===== src/rtl/pc_return_stack.sv =====
// pc_return_stack
//   Return-address stack for the PC path. Calls push PC+1, RET pops, and the
//   PC-select mux takes `top` as the return target in the pop cycle.
//   Storage is a circular register array addressed by the oldest entry (r_base)
//   and the occupancy (r_count). A full stack either drops a new push or
//   discards the oldest entry, depending on WRAP_MODE.
//
// Parameters
//   ADDR_W     width of a stored return address
//   DEPTH      number of entries (power of two, >= 2)
//   WRAP_MODE  0 = saturate on overflow, 1 = circular (oldest discarded)
//
// Ports
//   clk        system clock, rising edge
//   rst        synchronous active-high reset
//   push       write push_data as the new top
//   pop        remove the current top
//   push_data  return address to push
//   clr_err    clear sticky overflow/underflow
//   top        current top entry, 0 when empty
//   count      number of valid entries, 0..DEPTH
//   empty      count == 0
//   full       count == DEPTH
//   overflow   sticky: push while full without pop
//   underflow  sticky: pop while empty
module pc_return_stack #(
  parameter int ADDR_W    = 12,
  parameter int DEPTH     = 8,
  parameter int WRAP_MODE = 0
) (
  input  logic                    clk,
  input  logic                    rst,
  input  logic                    push,
  input  logic                    pop,
  input  logic [ADDR_W-1:0]       push_data,
  input  logic                    clr_err,
  output logic [ADDR_W-1:0]       top,
  output logic [$clog2(DEPTH):0]  count,
  output logic                    empty,
  output logic                    full,
  output logic                    overflow,
  output logic                    underflow
);

  localparam int IW = $clog2(DEPTH);
  localparam int CW = IW + 1;

  logic [ADDR_W-1:0] r_mem [DEPTH];
  logic [IW-1:0]     r_base;
  logic [CW-1:0]     r_count;
  logic              r_ovf;
  logic              r_udf;

  logic          w_empty;
  logic          w_full;
  logic [IW-1:0] w_top_idx;
  logic [IW-1:0] w_push_idx;
  logic          w_wr_en;
  logic [IW-1:0] w_wr_idx;
  logic [IW-1:0] w_base_nxt;
  logic [CW-1:0] w_count_nxt;
  logic          w_set_ovf;
  logic          w_set_udf;

  assign w_empty = (r_count == '0);
  assign w_full  = (r_count == CW'(DEPTH));

  // Index arithmetic is modulo DEPTH through IW-bit truncation; when full the
  // low count bits are zero, so the push slot coincides with r_base.
  assign w_push_idx = r_base + r_count[IW-1:0];
  assign w_top_idx  = w_push_idx - IW'(1);

  always_comb begin
    w_wr_en     = 1'b0;
    w_wr_idx    = w_push_idx;
    w_base_nxt  = r_base;
    w_count_nxt = r_count;
    w_set_ovf   = 1'b0;
    w_set_udf   = 1'b0;
    if (push && pop) begin
      w_wr_en = 1'b1;
      if (w_empty) begin
        // The pop half has nothing to remove; the push still lands.
        w_set_udf   = 1'b1;
        w_count_nxt = CW'(1);
      end else begin
        // Replace the top in place: occupancy unchanged, never an overflow.
        w_wr_idx = w_top_idx;
      end
    end else if (push) begin
      if (!w_full) begin
        w_wr_en     = 1'b1;
        w_count_nxt = r_count + CW'(1);
      end else begin
        w_set_ovf = 1'b1;
        if (WRAP_MODE != 0) begin
          // Overwrite the oldest slot and advance base so it becomes the top.
          w_wr_en    = 1'b1;
          w_wr_idx   = r_base;
          w_base_nxt = r_base + IW'(1);
        end
      end
    end else if (pop) begin
      if (w_empty) begin
        w_set_udf = 1'b1;
      end else begin
        w_count_nxt = r_count - CW'(1);
      end
    end
  end

  always_ff @(posedge clk) begin
    if (rst) begin
      r_base  <= '0;
      r_count <= '0;
      r_ovf   <= 1'b0;
      r_udf   <= 1'b0;
    end else begin
      r_base  <= w_base_nxt;
      r_count <= w_count_nxt;
      // A new error in the same cycle as clr_err keeps the flag set.
      r_ovf   <= w_set_ovf | (r_ovf & ~clr_err);
      r_udf   <= w_set_udf | (r_udf & ~clr_err);
    end
  end

  // Array contents are don't-care after reset, so no reset on storage.
  always_ff @(posedge clk) begin
    if (w_wr_en && !rst) begin
      r_mem[w_wr_idx] <= push_data;
    end
  end

  assign top       = w_empty ? '0 : r_mem[w_top_idx];
  assign count     = r_count;
  assign empty     = w_empty;
  assign full      = w_full;
  assign overflow  = r_ovf;
  assign underflow = r_udf;

endmodule


===== config.mk =====
export PLATFORM = sky130hd
export DESIGN_NAME = pc_return_stack
export DESIGN_NICKNAME = d
export VERILOG_FILES = /design/src/rtl/pc_return_stack.sv
export SDC_FILE = /design/constraint.sdc
export NUM_CORES = 1
export LEC_CHECK = 0
export ABC_AREA = 1
export BUFFER_PORTS_ARGS = -buffer_cell sky130_fd_sc_hd__buf_2
export CAP_MARGIN = 20
export CELL_PAD_IN_SITES_DETAIL_PLACEMENT = 1
export CELL_PAD_IN_SITES_GLOBAL_PLACEMENT = 1
export CORE_ASPECT_RATIO = 0.6
export CORE_MARGIN = 5
export CORE_UTILIZATION = 48
export CTS_CLUSTER_DIAMETER = 40
export CTS_CLUSTER_SIZE = 28
export DETAILED_ROUTE_END_ITERATION = 12
export HOLD_SLACK_MARGIN = 0.03
export PLACE_DENSITY_LB_ADDON = 0.1
export SLEW_MARGIN = 20
export SYNTH_ARGS = -nofsm -noshare
export SYNTH_HDL_FRONTEND = slang
export SYNTH_SLANG_ARGS = --single-unit
export TNS_END_PERCENT = 20

===== constraint.sdc =====
create_clock -name clk -period 3.5 [get_ports clk]
set_clock_uncertainty 0.2 [all_clocks]
set_input_delay 0.525 -clock clk [delete_from_list [all_inputs] [get_ports clk]]
set_output_delay 0.525 -clock clk [all_outputs]
set_load 0.05 [all_outputs]

Word level (Yosys, flattened, before mapping)
Memory sizes are Yosys's and may differ from the RTL's.
Index checks and enable logic that the tools add are counted.
{"block": "totals", "word_cells": 43, "memories": 1, "register_bits": 6, "ram_bits": 96}
{"block": "classes", "eq_ne": 4, "muxes": 21, "addsub": 3, "bitwise_logic": 5, "reduce_logical": 6}
{"memory": "r_mem", "depth": 8, "word_bits": 12, "rd": 1, "rd_clocked_by_memory_dff": 0, "write_ports": 1, "line_no": "48", "text": "logic [ADDR_W-1:0] r_mem [DEPTH];"}
{"cell": "2-to-1 mux 4 bit", "count": 6}
{"cell": "2-to-1 mux 1 bit", "count": 12}
{"cell": "2-to-1 mux 12 bit", "count": 1}
{"cell": "2-to-1 mux 3 bit", "count": 2}
{"cell": "!= test 3 x 2 -> 1 bit (second input constant)", "count": 2}
{"cell": "adder 4 x 1 -> 4 bit (second input constant)", "count": 1}
{"cell": "equality test 4 bit (second input constant)", "count": 1}
{"cell": "zero test 4 bit", "count": 1}
{"cell": "AND reduction 4 bit", "count": 1}
{"cell": "subtractor 4 x 1 -> 4 bit (second input constant)", "count": 1}
{"cell": "nonzero test 3 bit", "count": 1}
{"cell": "subtractor 3 x 1 -> 3 bit (second input constant)", "count": 1}
{"cell": "AND 1 bit", "count": 2}
{"cell": "logical AND 1 bit", "count": 2}
{"cell": "!= test 2 bit (second input constant)", "count": 1}
{"cell": "bitwise OR 1 bit", "count": 2}
{"cell": "zero test 1 bit", "count": 1}
{"cell": "inverter 1 bit", "count": 1}

Logic depth before layout (Yosys ltp)
Gate-level depths: netlist of the first run.
{"block": "depth", "ltp_word": 7, "mapped_depth": 11}

Worst setup path before layout of the first run
Ideal clock, no wire load.
{"block": "synth_path", "kind": "reg-to-output", "start": "reg r_count[0] (netlist: count[0])", "end": "out top[10]", "path_buffers": 4, "arrival_time_ns": 2.659, "setup_slack_ns": 0.116, "stages_incl_launch_ff": 11, "cell_sequence": "dfxtp_1 -> buf_4 -> inv_2 -> buf_2 -> ha_1 -> buf_4 -> clkbuf_1 -> o21ai_0 -> o211ai_2 -> nand2_1 -> nor2_1"}
{"block": "synth_between", "elab_chain_len": 3, "elab_cells_between_ends": 4, "cone_classes": "add/sub (1); mux (1); reduce/logical (1); memory (1)"}
{"item": "start: declaration", "line_no": "50", "text": "logic [CW-1:0] r_count;"}
{"item": "start signal: assignment", "line_no": "120", "text": "r_count <= w_count_nxt;"}
{"item": "subtractor 3 x 1 -> 3 bit", "line_no": "71", "text": "assign w_top_idx = w_push_idx - IW'(1);"}
{"item": "memory (8 x 12 bit)"}
{"item": "2-to-1 mux 12 bit *", "line_no": "134", "text": "assign top = w_empty ? '0 : r_mem[w_top_idx];"}
{"item": "end: declaration", "line_no": "37", "text": "output logic [ADDR_W-1:0] top,"}
Every way passes the cells marked *; elsewhere a longest branch is shown, timed or not.

Final worst setup path of the first run
{"block": "layout_path", "start": "reg r_count[1] (netlist: count[1])", "end": "out top[2]"}
The elaborated chain is that of the path after synthesis.

==> results_dict.tcl, run 1 <==
set metrics [dict create \
    status "completed" \
    switching_power_mw 1.66 \
    finalSetupTns_ns 0 \
    hold_path.class "input port to flop" \
    ys_ff_latch 102 \
    postCtsSetupBuffers 0 \
    syn_inst 369 \
    cp_data_required_time_ns 2.77 \
    ctsResizeCount 0 \
    cts_made_buffers 9 \
    synth_top_area_cell "edfxtp_1" \
    multi_input_area_um2 1190 \
    synth_area_um2 4340 \
    vdd_drop_max_v 0.000464 \
    synth.net_count 390 \
    ys_warn_count 0 \
    p_total_mw 4.12 \
    tightest_slew_ns 0.545 \
    viasPerCell 5.39 \
    drtAntennaViolNets 0 \
    slowest_stage "dfxtp_1" \
    ios 37 \
    dp_hpwl_um 7220 \
    power_density_nw_per_um2 820 \
    root_buffer "clkbuf_16" \
    yosysSeqAreaShare_pct 69.1 \
    fp-row-count 26 \
    synthTopCellsByArea "edfxtp_1, nor2_1, o21ai_0" \
    critPathLaunchType "flop" \
    cts_tree "built" \
    routedWlPerCell_um 20.5 \
    rr_startpoint "count[1]" \
    grt_pass1_vias 2975 \
    slew_violations 0 \
    min-delay-start "clr_err" \
    comb_power_share_pct 38.7 \
    max_stage_delay_ns 0.36 \
    grt_max_degree 53 \
    internal-power_mw 2.46 \
    register_area_um2 3000 \
    initial_core_util_pct 50.2 \
    crit_chain "inv_1 -> ha_1 -> inv_1 -> o21ai_0 -> o22ai_1 -> nor2_1 -> nor2_1 -> buf_2" \
    synth.distinct_cells 30 \
    ys.flop_type "edfxtp_1" \
    slew_headroom_pct 63.7 \
    crit_fanout 13 \
    clkSinkCount 102 \
    gr-total-overflow 0 \
    die_h_um 83.7 \
    synth_top_area_share_pct 66.4 \
    rsz0062_at_grt "no" \
    wl_um 10900 \
    final_layout_size_suffix_gt1_share_pct 21.4 \
    cap_violations 0 \
    avgSynthCellArea_um2 11.8 \
    drc 0 \
    coreArea_um2 8650 \
    setup_violations 0 \
    gp_congestion 0.793 \
    critPathArrivalTime_ns 2.39 \
    firstDrtPassIters 4 \
    synth_most_common_cell "nor2_1" \
    crit_type "flop to output pin" \
    htreeDepth 3 \
    die_w_um 133 \
    end_kind "output pin" \
    die_area_um2 11100 \
    hold_buffers 0 \
    leakage_nw 1.88 \
    antenna_cells 0 \
    grt_pass1_wl_um 17100 \
    final.min_clock_period_ns 3.12 \
    vias 2865 \
    antenna_found_initial 0 \
    cp-startpoint "count[1]" \
    cts_max_path_buffers 2 \
    worstSkewPairLatency_ns 0.34 \
    hold_viol 0 \
    clkPwrFrac_pct 26.0 \
    clkTransAtPathRegs_ns 0.07 \
    period_share_pct 89.1 \
    synth-edff-count 96 \
    track_usage_pct 20.2 \
    max_freq_mhz 321 \
    io_buffers 36 \
    syn_to_final_growth_pct 15.6 \
    nNetsFinal 436 \
    async_flop_share_pct 0 \
    sequentialPowerShare_pct 35.3 \
    drt-initial-drc-count 259 \
    fill_cells 908 \
    switching_share_pct 40.4 \
    synth_common_cells "nor2_1, edfxtp_1, o21ai_0" \
]
## kinds of logic after synthesis
logic type | count (synthesis) | synth area share, %
simple gates | 143 | 13.2
flops | 102 | 69.1
compound gates | 83 | 11.9
buf+inv | 33 | 3.51
xor+xnor | 4 | 0.979
fa+ha+maj | 4 | 1.32
## worst paths after layout
check / to / slack, ns / cells past startpoint
setup / recovery: top[2] / 0.38 / 8
hold / removal: overflow / 0.19 / 2
setup reg to reg: r_mem[4][0] / 0.85 / 8
hold reg to reg: underflow / 0.27 / 2
## routing by layer
| layer | part of all wire (%) | global-route usage, % | vias to the layer above |
|---|---|---|---|
| met3 | 7.6 | 3.67 | 9 |
| met1 | 47 | 29.3 | 1371 |
| li1 | - | - | 1398 |
| met5 | 0 | 0 | - |
| met2 | 45 | 31.4 | 87 |
| met4 | 0.93 | 5.66 | 0 |
## power groups by stage
stage	logic, mW	clock network [mW]	registers (mW)
floorplan	1.14	0	1.52
global placement	1.57	0	1.47
detailed placement	1.60	0	1.48
CTS	1.61	1.10	1.45
global route	1.72	1.14	1.46
finish	1.59	1.07	1.45
## area by class of cell
type | count | area share [%]
Sequential cell | 102 | 59.8
Clock buffer | 9 | 4.49
Tap cell | 112 | 2.79
Clock inverter | 7 | 1.89
Inverter | 14 | 1.05
Timing Repair Buffer | 54 | 6.28
Multi-Input combinational cell | 234 | 23.7
## flip-flops by register name (all words and copies together) (netlist names)
signal and flops:
r_mem 96, count 4, overflow 1, underflow 1
## placed cells by master (no fill, tap or decap), drive strengths merged
cell type,synthesis,final
nor2,99,99
edfxtp,96,96
buf,15,54
o21ai,51,51
nand2,38,38
inv,14,16
o22ai,13,13
o211ai,12,12
clkbuf,4,9
a21oi,6,6
dfxtp,6,6
nand3,5,5
xor2,3,3
ha,3,3
clkinv,0,3
bufinv,0,2
xnor2,1,1
or2,1,1
o32ai,1,1
fa,1,1
## metrics by stage
step | cells | worst slack, ns | utilization [%] | hold WS [ns] | instance area [um2]
finish | 532 | 0.380 | 58.0 | 0.193 | 5020
CTS | 532 | 0.333 | 58.0 | 0.179 | 5020
global placement | 516 | 0.880 | 54.3 | 0.248 | 4700
detailed placement | 516 | 0.711 | 54.3 | 0.260 | 4700
floorplan | 369 | 0.116 | - | 0.394 | 4340
global route | 532 | 0.196 | 58.0 | 0.194 | 5020
## worst max-delay path, delay by kind of cell (launching register included)
kind | cells | cell delay (ns)
buf+inv | 3 | 0.73
simple gates | 2 | 0.22
compound gates | 2 | 0.39
fa+ha+maj | 1 | 0.34
flops | 1 | 0.36
(Power assumes the default switching activity.)
==> run 2, diff against run 1 <==
--- a/config.mk
+++ b/config.mk
@@ -17,7 +17,7 @@
 export CTS_CLUSTER_SIZE = 28
 export DETAILED_ROUTE_END_ITERATION = 12
 export HOLD_SLACK_MARGIN = 0.03
-export PLACE_DENSITY_LB_ADDON = 0.1
+export PLACE_DENSITY_LB_ADDON = 0.12
 export SLEW_MARGIN = 20
 export SYNTH_ARGS = -nofsm -noshare
 export SYNTH_HDL_FRONTEND = slang
==> run 2 against run 1 <==
  * Sequential power about the same
  * Routed wire length grew 0.27%
  * Critical endpoint unchanged
  * Worst hold slack better by 0.0034 ns
  * Highest routed layer unchanged
  * Largest power group unchanged
  * Core utilization fell by 0.42 points
==> results_dict.tcl, run 2 (same netlist as run 1, synthesis figures left out) <==
set metrics [dict create \
    drc 0 \
    cap_violations 0 \
    end_kind "output pin" \
    cp_data_required_time_ns 2.77 \
    setup_violations 0 \
    status "completed" \
    postCtsSetupBuffers 0 \
    finish.utilization_pct 57.6 \
    dp_hpwl_um 7070 \
    final_cells 531 \
    power_density_nw_per_um2 810 \
    ctsResizeCount 0 \
    initial_core_util_pct 50.2 \
    vias 2945 \
    syn_to_final_growth_pct 14.7 \
    die_area_um2 11100 \
    drt-initial-drc-count 270 \
    clkPwrFrac_pct 24.3 \
    switching_share_pct 41.1 \
    critPathLaunchType "flop" \
    top_register "r_mem" \
    grt_pass1_wl_um 17500 \
    cts_made_buffers 9 \
    rsz0062_at_grt "no" \
    coreArea_um2 8650 \
    vdd_drop_max_v 0.000385 \
    io_buffers 36 \
    internal-power_mw 2.38 \
    hold_buffers 0 \
    final_common_cell "nor2_1" \
    grt_pass1_vias 3153 \
    routedWlPerCell_um 20.6 \
    ios 37 \
    leakage_nw 1.85 \
    finalSetupTns_ns 0 \
    track_usage_pct 20.6 \
    antenna_cells 0 \
    hold_path.class "input port to flop" \
    max_freq_mhz 305 \
    comb_power_share_pct 39.7 \
    largest_reg_flops 96 \
    wl_um 10900 \
    crit_fanout 13 \
    clkSinkCount 102 \
    grt_max_degree 53 \
    firstDrtPassIters 4 \
    worstSkewPairLatency_ns 0.35 \
    switching_power_mw 1.66 \
    hold_viol 0 \
    nNetsFinal 435 \
    slew_violations 0 \
    antenna_found_initial 0 \
    sequentialPowerShare_pct 35.9 \
    whs_ns 0.197 \
    final.min_clock_period_ns 3.28 \
    dp_cells 515 \
    tightest_slew_ns 0.557 \
    clkTransAtPathRegs_ns 0.07 \
    root_buffer "clkbuf_16" \
    p_total_mw 4.04 \
    critPathArrivalTime_ns 2.56 \
    final_layout_size_suffix_gt1_share_pct 21.0 \
    slew_headroom_pct 62.8 \
    htreeDepth 3 \
    viasPerCell 5.55 \
    final_cell_mix "nor2_1, edfxtp_1, o21ai_0" \
    die_w_um 133 \
    drtAntennaViolNets 0 \
    period_share_pct 93.8 \
    crit_type "flop to output pin" \
    fp-row-count 26 \
    gr-total-overflow 0 \
    cts_max_path_buffers 2 \
    gp_congestion 0.769 \
    cts_tree "built" \
    die_h_um 83.7 \
]
[run 2: cell types whose count changed in the layout (fill, tap and decap cells not counted)]
cell / change
clkbuf_1: +1
buf_4: -1
clkinv_4: -1
bufinv_16: -1
inv_6: -1
clkinvlp_4: +2
[run 2: critical path: stages (launching register included)]
cell and delay, ns:
dfxtp_1 0.36, inv_1 0.11, ha_1 0.49, inv_1 0.43
o21ai_0 0.16, o22ai_1 0.14, nor2_1 0.06, nor2_1 0.16
buf_2 0.29
[run 2: worst paths after layout]
kind              from          end  slack (ns)  cells past startpoint
max           count[1]       top[2]        0.22                      8
min            clr_err     overflow        0.20                      2
max reg2reg   count[1]  r_mem[2][5]        0.58                      8
min reg2reg  underflow    underflow        0.27                      2
[run 2: power by group through the flow]
stage / Clock (mW) / Combinational, mW / Sequential (mW)
after CTS: 0.996 / 1.62 / 1.45
after floorplan: 0 / 1.14 / 1.52
after detailed placement: 0 / 1.61 / 1.48
final: 0.982 / 1.60 / 1.45
after global placement: 0 / 1.57 / 1.47
after global routing: 1.06 / 1.74 / 1.46
[run 2: layout make-up]
class	instances	area (um2)
clock buffers	10	229
inverters	14	52.6
repair buffers	53	308
multi-input cells	234	1190
fillers	908	3670
clock inverters	6	62.6
flip-flops and latches	102	3000
well taps	112	140
[run 2: per-layer routing]
metal / share of wire (%) / track usage, %
met5: 0 / 0
met4: 0.53 / 5.57
met3: 5.9 / 5.00
met2: 46 / 31.0
met1: 47 / 29.8
[run 2: metrics by stage]
step	setup slack [ns]	area [um2]
2_1_floorplan	0.116	4340
3_3_place_gp	0.658	4690
3_5_place_dp	0.591	4690
4_1_cts	0.179	4980
5_1_grt	0.0205	4980
6_report	0.218	4980
